==> src/rtl/br_pred_table_if.sv <==
// Pipeline-facing bundle of the branch predictor: ID-stage lookup and
// resolution-stage training share one interface.
interface br_pred_table_if #(
  parameter int ls = 8,
  parameter int gs = 6
);
  logic [15:0]   pc;
  logic          lookup_taken;
  logic [1:0]    lookup_pred;
  logic [ls-1:0] lookup_local_index;
  logic [gs-1:0] lookup_global_index;

  logic          update_valid;
  logic          update_taken;
  logic          update_predicted_taken;
  logic [1:0]    update_pred;
  logic [ls-1:0] update_local_index;
  logic [gs-1:0] update_global_index;

  logic          mispredict;
  logic [15:0]   branch_count;
  logic [15:0]   mispredict_count;

  // Pipeline side: drives the PC and resolved branches, consumes predictions.
  modport master (
    output pc, update_valid, update_taken, update_predicted_taken,
           update_pred, update_local_index, update_global_index,
    input  lookup_taken, lookup_pred, lookup_local_index, lookup_global_index,
           mispredict, branch_count, mispredict_count
  );

  // Predictor side.
  modport slave (
    input  pc, update_valid, update_taken, update_predicted_taken,
           update_pred, update_local_index, update_global_index,
    output lookup_taken, lookup_pred, lookup_local_index, lookup_global_index,
           mispredict, branch_count, mispredict_count
  );
endinterface

==> src/rtl/br_pred_table.sv <==
// Tournament branch predictor: local PHT, gshare global PHT and a chooser,
// with combinational lookup and single-cycle non-speculative training.
module br_pred_table #(
  parameter int ls = 8,
  parameter int gs = 6
) (
  input  logic            clk,
  input  logic            reset,
  br_pred_table_if.slave  bp
);

  localparam int LN = 1 << ls;
  localparam int GN = 1 << gs;

  typedef logic [1:0] ctr_t;

  localparam ctr_t CTR_INIT = 2'b01;

  function automatic ctr_t sat_step(input ctr_t c, input logic up);
    if (up) return (c == 2'b11) ? c : c + 2'd1;
    else    return (c == 2'b00) ? c : c - 2'd1;
  endfunction

  ctr_t          r_lpht    [LN];
  ctr_t          r_gpht    [GN];
  ctr_t          r_chooser [GN];
  logic [gs-1:0] r_ghr;
  logic          r_mispredict;
  logic [15:0]   r_branch_count;
  logic [15:0]   r_mispredict_count;

  logic [ls-1:0] w_li;
  logic [gs-1:0] w_gi;
  logic [1:0]    w_pred;
  logic          w_local_ok;
  logic          w_global_ok;
  logic          w_unused_pc;

  // ---------------------------------------------------------------- lookup
  assign w_li   = bp.pc[ls:1];
  assign w_gi   = bp.pc[gs:1] ^ r_ghr;
  assign w_pred = {r_lpht[w_li][1], r_gpht[w_gi][1]};

  assign bp.lookup_local_index  = w_li;
  assign bp.lookup_global_index = w_gi;
  assign bp.lookup_pred         = w_pred;
  assign bp.lookup_taken        = r_chooser[w_gi][1] ? w_pred[0] : w_pred[1];

  // Bits of the PC that do not participate in indexing.
  assign w_unused_pc = ^{bp.pc[15:ls+1], bp.pc[0]};

  // ---------------------------------------------------------------- update
  assign w_local_ok  = (bp.update_pred[1] == bp.update_taken);
  assign w_global_ok = (bp.update_pred[0] == bp.update_taken);

  always_ff @(posedge clk) begin
    if (reset) begin
      // NOTE: the tables are reset entry by entry because every counter must
      // start weakly not-taken / weakly local; this keeps them in flops rather
      // than a RAM macro, which cannot be cleared in one cycle.
      for (int i = 0; i < LN; i++) r_lpht[i] <= CTR_INIT;
      for (int i = 0; i < GN; i++) begin
        r_gpht[i]    <= CTR_INIT;
        r_chooser[i] <= CTR_INIT;
      end
      r_ghr              <= '0;
      r_mispredict       <= 1'b0;
      r_branch_count     <= '0;
      r_mispredict_count <= '0;
    end else if (bp.update_valid) begin
      // NOTE: non-blocking assignments make every read below see pre-edge
      // state, so back-to-back updates to one entry chain cleanly.
      r_lpht[bp.update_local_index]  <= sat_step(r_lpht[bp.update_local_index], bp.update_taken);
      r_gpht[bp.update_global_index] <= sat_step(r_gpht[bp.update_global_index], bp.update_taken);

      // Chooser only moves when exactly one component was right.
      if (w_local_ok != w_global_ok)
        r_chooser[bp.update_global_index] <=
          sat_step(r_chooser[bp.update_global_index], w_global_ok);

      r_ghr <= {r_ghr[gs-2:0], bp.update_taken};

      if (r_branch_count != 16'hFFFF) r_branch_count <= r_branch_count + 16'd1;

      if (bp.update_taken != bp.update_predicted_taken) begin
        r_mispredict <= 1'b1;
        if (r_mispredict_count != 16'hFFFF)
          r_mispredict_count <= r_mispredict_count + 16'd1;
      end else begin
        r_mispredict <= 1'b0;
      end
    end else begin
      r_mispredict <= 1'b0;
    end
  end

  assign bp.mispredict       = r_mispredict;
  assign bp.branch_count     = r_branch_count;
  assign bp.mispredict_count = r_mispredict_count;

endmodule
==> src/flat_wrapper.sv <==
// flat-port wrapper written by rule: the top's interface ports become plain ports
module br_pred_table_flat 
#(
  parameter int ls = 8,
  parameter int gs = 6
)
  (clk, reset, bp_pc, bp_update_valid, bp_update_taken, bp_update_predicted_taken, bp_update_pred, bp_update_local_index, bp_update_global_index, bp_lookup_taken, bp_lookup_pred, bp_lookup_local_index, bp_lookup_global_index, bp_mispredict, bp_branch_count, bp_mispredict_count);
  br_pred_table_if #(.ls(ls), .gs(gs)) bp_i ();
  input  logic clk;
  input  logic reset;
  input wire logic [$bits(bp_i.pc)-1:0] bp_pc;
  input wire logic [$bits(bp_i.update_valid)-1:0] bp_update_valid;
  input wire logic [$bits(bp_i.update_taken)-1:0] bp_update_taken;
  input wire logic [$bits(bp_i.update_predicted_taken)-1:0] bp_update_predicted_taken;
  input wire logic [$bits(bp_i.update_pred)-1:0] bp_update_pred;
  input wire logic [$bits(bp_i.update_local_index)-1:0] bp_update_local_index;
  input wire logic [$bits(bp_i.update_global_index)-1:0] bp_update_global_index;
  output wire logic [$bits(bp_i.lookup_taken)-1:0] bp_lookup_taken;
  output wire logic [$bits(bp_i.lookup_pred)-1:0] bp_lookup_pred;
  output wire logic [$bits(bp_i.lookup_local_index)-1:0] bp_lookup_local_index;
  output wire logic [$bits(bp_i.lookup_global_index)-1:0] bp_lookup_global_index;
  output wire logic [$bits(bp_i.mispredict)-1:0] bp_mispredict;
  output wire logic [$bits(bp_i.branch_count)-1:0] bp_branch_count;
  output wire logic [$bits(bp_i.mispredict_count)-1:0] bp_mispredict_count;
  assign bp_i.pc = bp_pc;
  assign bp_i.update_valid = bp_update_valid;
  assign bp_i.update_taken = bp_update_taken;
  assign bp_i.update_predicted_taken = bp_update_predicted_taken;
  assign bp_i.update_pred = bp_update_pred;
  assign bp_i.update_local_index = bp_update_local_index;
  assign bp_i.update_global_index = bp_update_global_index;
  assign bp_lookup_taken = bp_i.lookup_taken;
  assign bp_lookup_pred = bp_i.lookup_pred;
  assign bp_lookup_local_index = bp_i.lookup_local_index;
  assign bp_lookup_global_index = bp_i.lookup_global_index;
  assign bp_mispredict = bp_i.mispredict;
  assign bp_branch_count = bp_i.branch_count;
  assign bp_mispredict_count = bp_i.mispredict_count;
  br_pred_table #(.ls(ls), .gs(gs)) u_core (.clk(clk), .reset(reset), .bp(bp_i));
endmodule
==> config.mk <==
export PLATFORM = sky130hd
export DESIGN_NAME = br_pred_table_flat
export DESIGN_NICKNAME = d
export VERILOG_FILES = /design/src/rtl/br_pred_table_if.sv /design/src/rtl/br_pred_table.sv /design/src/flat_wrapper.sv
export SDC_FILE = /design/constraint.sdc
export NUM_CORES = 2
export LEC_CHECK = 0
export CORE_MARGIN = 3
export CORE_UTILIZATION = 25
export DETAILED_ROUTE_END_ITERATION = 10
export GPL_TIMING_DRIVEN = 0
export PLACE_DENSITY_LB_ADDON = 0.2
export SETUP_SLACK_MARGIN = 0.02
export SYNTH_ARGS = -nofsm -noshare
export SYNTH_HDL_FRONTEND = slang
export SYNTH_SLANG_ARGS = --single-unit
==> constraint.sdc <==
create_clock -name clk -period 3 [get_ports clk]
set_input_delay 0.3 -clock clk [delete_from_list [all_inputs] [get_ports clk]]
set_output_delay 0.3 -clock clk [all_outputs]
set_load 0.01 [all_outputs]
==> reports/metrics.cfg <==
[run_status]
status=finished with violations
violations=capacitance limit, slew limit, setup timing

[cts]
cts_root_buffer=clkbuf_16
numCtsBuffers=92
cts_tree=built
clk_pin_slew_ns=0.05
cts_sinks=807
clkLatencyLatePin_ns=0.74
clockBufferDepth=3
cts.htree.levels=3

[timing]
worst_pin_slew_ns=1.60
fin_ws_ns=-1.00
period_share=1.33
setup_viol_count_final=856
fin_skew_ns=0.0381
final.min_clock_period_ns=4.00
fmax_ghz=0.250
rsz0062_at_grt=true
final_hold_viol_count=0
slew_headroom=-0.0655
slew_violations=33

[layout]
seqCellArea_um2=23800
design_area_um2=58200
drive_gt1_frac=0.356
fin_nets=4000
post-route-util=0.337
num-fill-cells=17355
synthToLayoutAreaGrowth_pct=33.2
multi_input_area_um2=21100

[global_route]
grt_pass1_vias=35689
met2_usage=0.399
overflow=0
grt_pass1_wl_um=317000
grtUsageTotal=0.258
gr-max-usage-layer=met2
grtUsageMet3=0.0624
antenna_found_initial=11
met1_usage=0.328
grt_max_degree=15

[power]
leakagePower_nw=18.4
vdd_drop_max_mv=0.539
power_density_nw_per_um2=553

[synth]
ys_top_cells_by_area=edfxtp_1 53%, mux4_2 12%, nand3_1 4.1%
synth.most_common_cell=edfxtp_1
yosys.area.top_type=edfxtp_1
synth.top_cell.area_share=0.528
ys_ff_latch=807
synth.distinct_cells=80
synth_edf_count=768
synth_seq_area_share=0.546
ys_top_cells_by_count=768 x edfxtp_1, 362 x nand3_1, 308 x nor3_1
mappedNetlistArea_um2=43700
async_flop_share=0
syn_area_per_cell_um2=12.0
ys_warn_count=0
syn-instance-count=3632
synth_nets=3671
synth_top_flop_cell=edfxtp_1

[setup_path]
worst_setup_path_end_kind=output pin
slowest_delay_ns=0.48
startpoint_type=input pin
cp_num_buf_inv=5
crit_family=buffers and inverters
crit_path_cell_trace=buf_4 -> buf_6 -> buf_4 -> mux2_2 -> o311ai_0 -> o311ai_0 -> or4_4 -> o211ai_1 -> o21ai_1 -> buf_6 -> mux2_4 -> buf_6
critPathKind=input pin to output pin
crit_cells=12
required_ns=2.70
arrival_ns=3.70
slowest_stage=o311ai_0
critPathMostFrequentCell=buf_6
r2r_cells=13
cp_max_fo=10

[routing]
drt_iter0_drc=5604
vias=37576
drt_first_pass_iters=6
wl_per_cell_um=38.3
drtAntennaViolNets=0
viasPerCell=5.92
totalWireLength_um=243000
drc=0

[place]
place.gp.congestion=1.01
io_buffers=70
hpwlAfterDp_um=164000
place_area_um2=47700
pre_cts_ws_ns=-3.36

[die]
core_um2=173000
ios=87
die_y_um=424
dieArea_um2=180000
die_x_um=424
rows=152
initial_utilization=0.253

[job]
maxCapViolCount=3

[worst_hold_path]
hold_path_depth=3
hold_class=input pin to register

layer usage:
layer | up-vias | part of all wire
met2 | 2822 | 0.44
li1 | 14603 | -
met1 | 19348 | 0.37
met4 | 2 | 0.078
met3 | 801 | 0.11
met5 | - | 0.000053
power by group:
part | switching (mW) | internal, mW
clock network | 5.11 | 6.58
logic | 4.51 | 3.27
registers | 0.158 | 12.5
total | 9.78 | 22.4
metrics by stage:
| stage | std cells | TNS, ns | hold slack [ns] | total power [mW] |
|---|---|---|---|---|
| after floorplan | 3632 | 0 | 0.448 | 15.2 |
| after global placement | 6012 | -4027.07 | 0.499 | 17.3 |
| after detailed placement | 6027 | -3744.71 | 0.495 | 17.4 |
| after CTS | 6287 | -355.41 | 0.0919 | 30.7 |
| after global routing | 6345 | -278.17 | 0.112 | 32.6 |
| final | 6349 | -302.10 | 0.116 | 32.2 |
worst paths after layout:
check             slack (ns)                           from                             to
setup / recovery       -1.00                       bp_pc[1]                bp_lookup_taken
hold / removal          0.12                bp_update_valid                u_core.r_ghr[2]
setup reg to reg       -0.61          u_core.r_lpht[132][1]           u_core.r_lpht[77][0]
hold reg to reg         0.50  u_core.bp.mispredict_count[9]  u_core.bp.mispredict_count[9]
cell usage in the layout, fill, tap and decap left out, types with 25 or more instances in the layout:
cell,synthesis,routed
or2_2,78,78
edfxtp_1,768,768
nand2b_1,118,115
clkdlybuf4s50_1,0,61
mux4_2,224,224
clkbuf_4,0,36
nand3_1,362,147
dfxtp_1,39,37
o21bai_1,137,135
buf_12,1,96
nor2b_1,34,25
nor3_1,308,161
a221oi_1,32,26
nand2_2,0,28
nand2_1,262,224
nor2_4,0,25
clkbuf_1,231,162
nor3_4,0,70
clkbuf_16,0,131
mux2i_1,105,99
a22oi_1,53,50
a21o_1,87,87
nand3_2,0,212
clkbuf_2,1,43
nand4_1,27,27
nor3_2,4,81
nor2_1,256,212
buf_8,0,49
buf_4,25,80
buf_6,21,59
a21oi_1,40,36
registers in the layout (all words and copies together), names as in the netlist:
signal and cells:
u_core.r_lpht 512, u_core.r_chooser 128, u_core.r_gpht 128, u_core.bp.mispredict 1
u_core.bp.mispredict_count 16, u_core.bp.branch_count 16, u_core.r_ghr 6
logic make-up (layout without fill, tap and decap cells):
family / count (synthesis) / count (layout) / share of synthesized area
muxes: 355 / 355 / 0.146
DFF: 807 / 807 / 0.546
xor gates and xnor gates: 33 / 33 / 0.00679
and+or+nand+nor: 1536 / 1536 / 0.175
AOI/OAI and AO/OA: 461 / 461 / 0.0776
other: 0 / 5 / 0
buffers and inverters: 430 / 832 / 0.0465
adders and majority gates: 10 / 10 / 0.00246
worst reg2reg max path, delay by kind of cell, from the launching register on:
family                   cells  cell delay, ns
AO/OA/AOI/OAI                3            0.73
flip-flops                   1            0.41
AND/OR/NAND/NOR              2            0.46
multiplexers                 2            0.82
adder cells (fa/ha/maj)      1            0.25
buffers and inverters        5            0.67
layout make-up:
| cell class | instances | area share |
|---|---|---|
| flip-flops and latches | 807 | 0.410 |
| multi-input cells | 2395 | 0.363 |
| repair buffers | 249 | 0.0650 |
| plain buffers | 401 | 0.0605 |
| well taps | 2310 | 0.0497 |
| clock buffers | 127 | 0.0436 |
| clock inverters | 40 | 0.00671 |
| inverters | 15 | 0.00112 |
| diodes | 5 | 0.000215 |
what timing repair did:
| action | CTS | global route |
|---|---|---|
| pin swaps | 13 | 27 |
| hold endpoints to repair | 0 | 0 |
| gates cloned | 33 | 34 |
| endpoints found under the setup margin | 1503 | 1152 |
| hold buffers | 0 | 0 |
| setup buffers | 65 | 48 |
| gates resized for setup | 700 | 631 |
No activity file was read; power rests on OpenSTA's default activity.
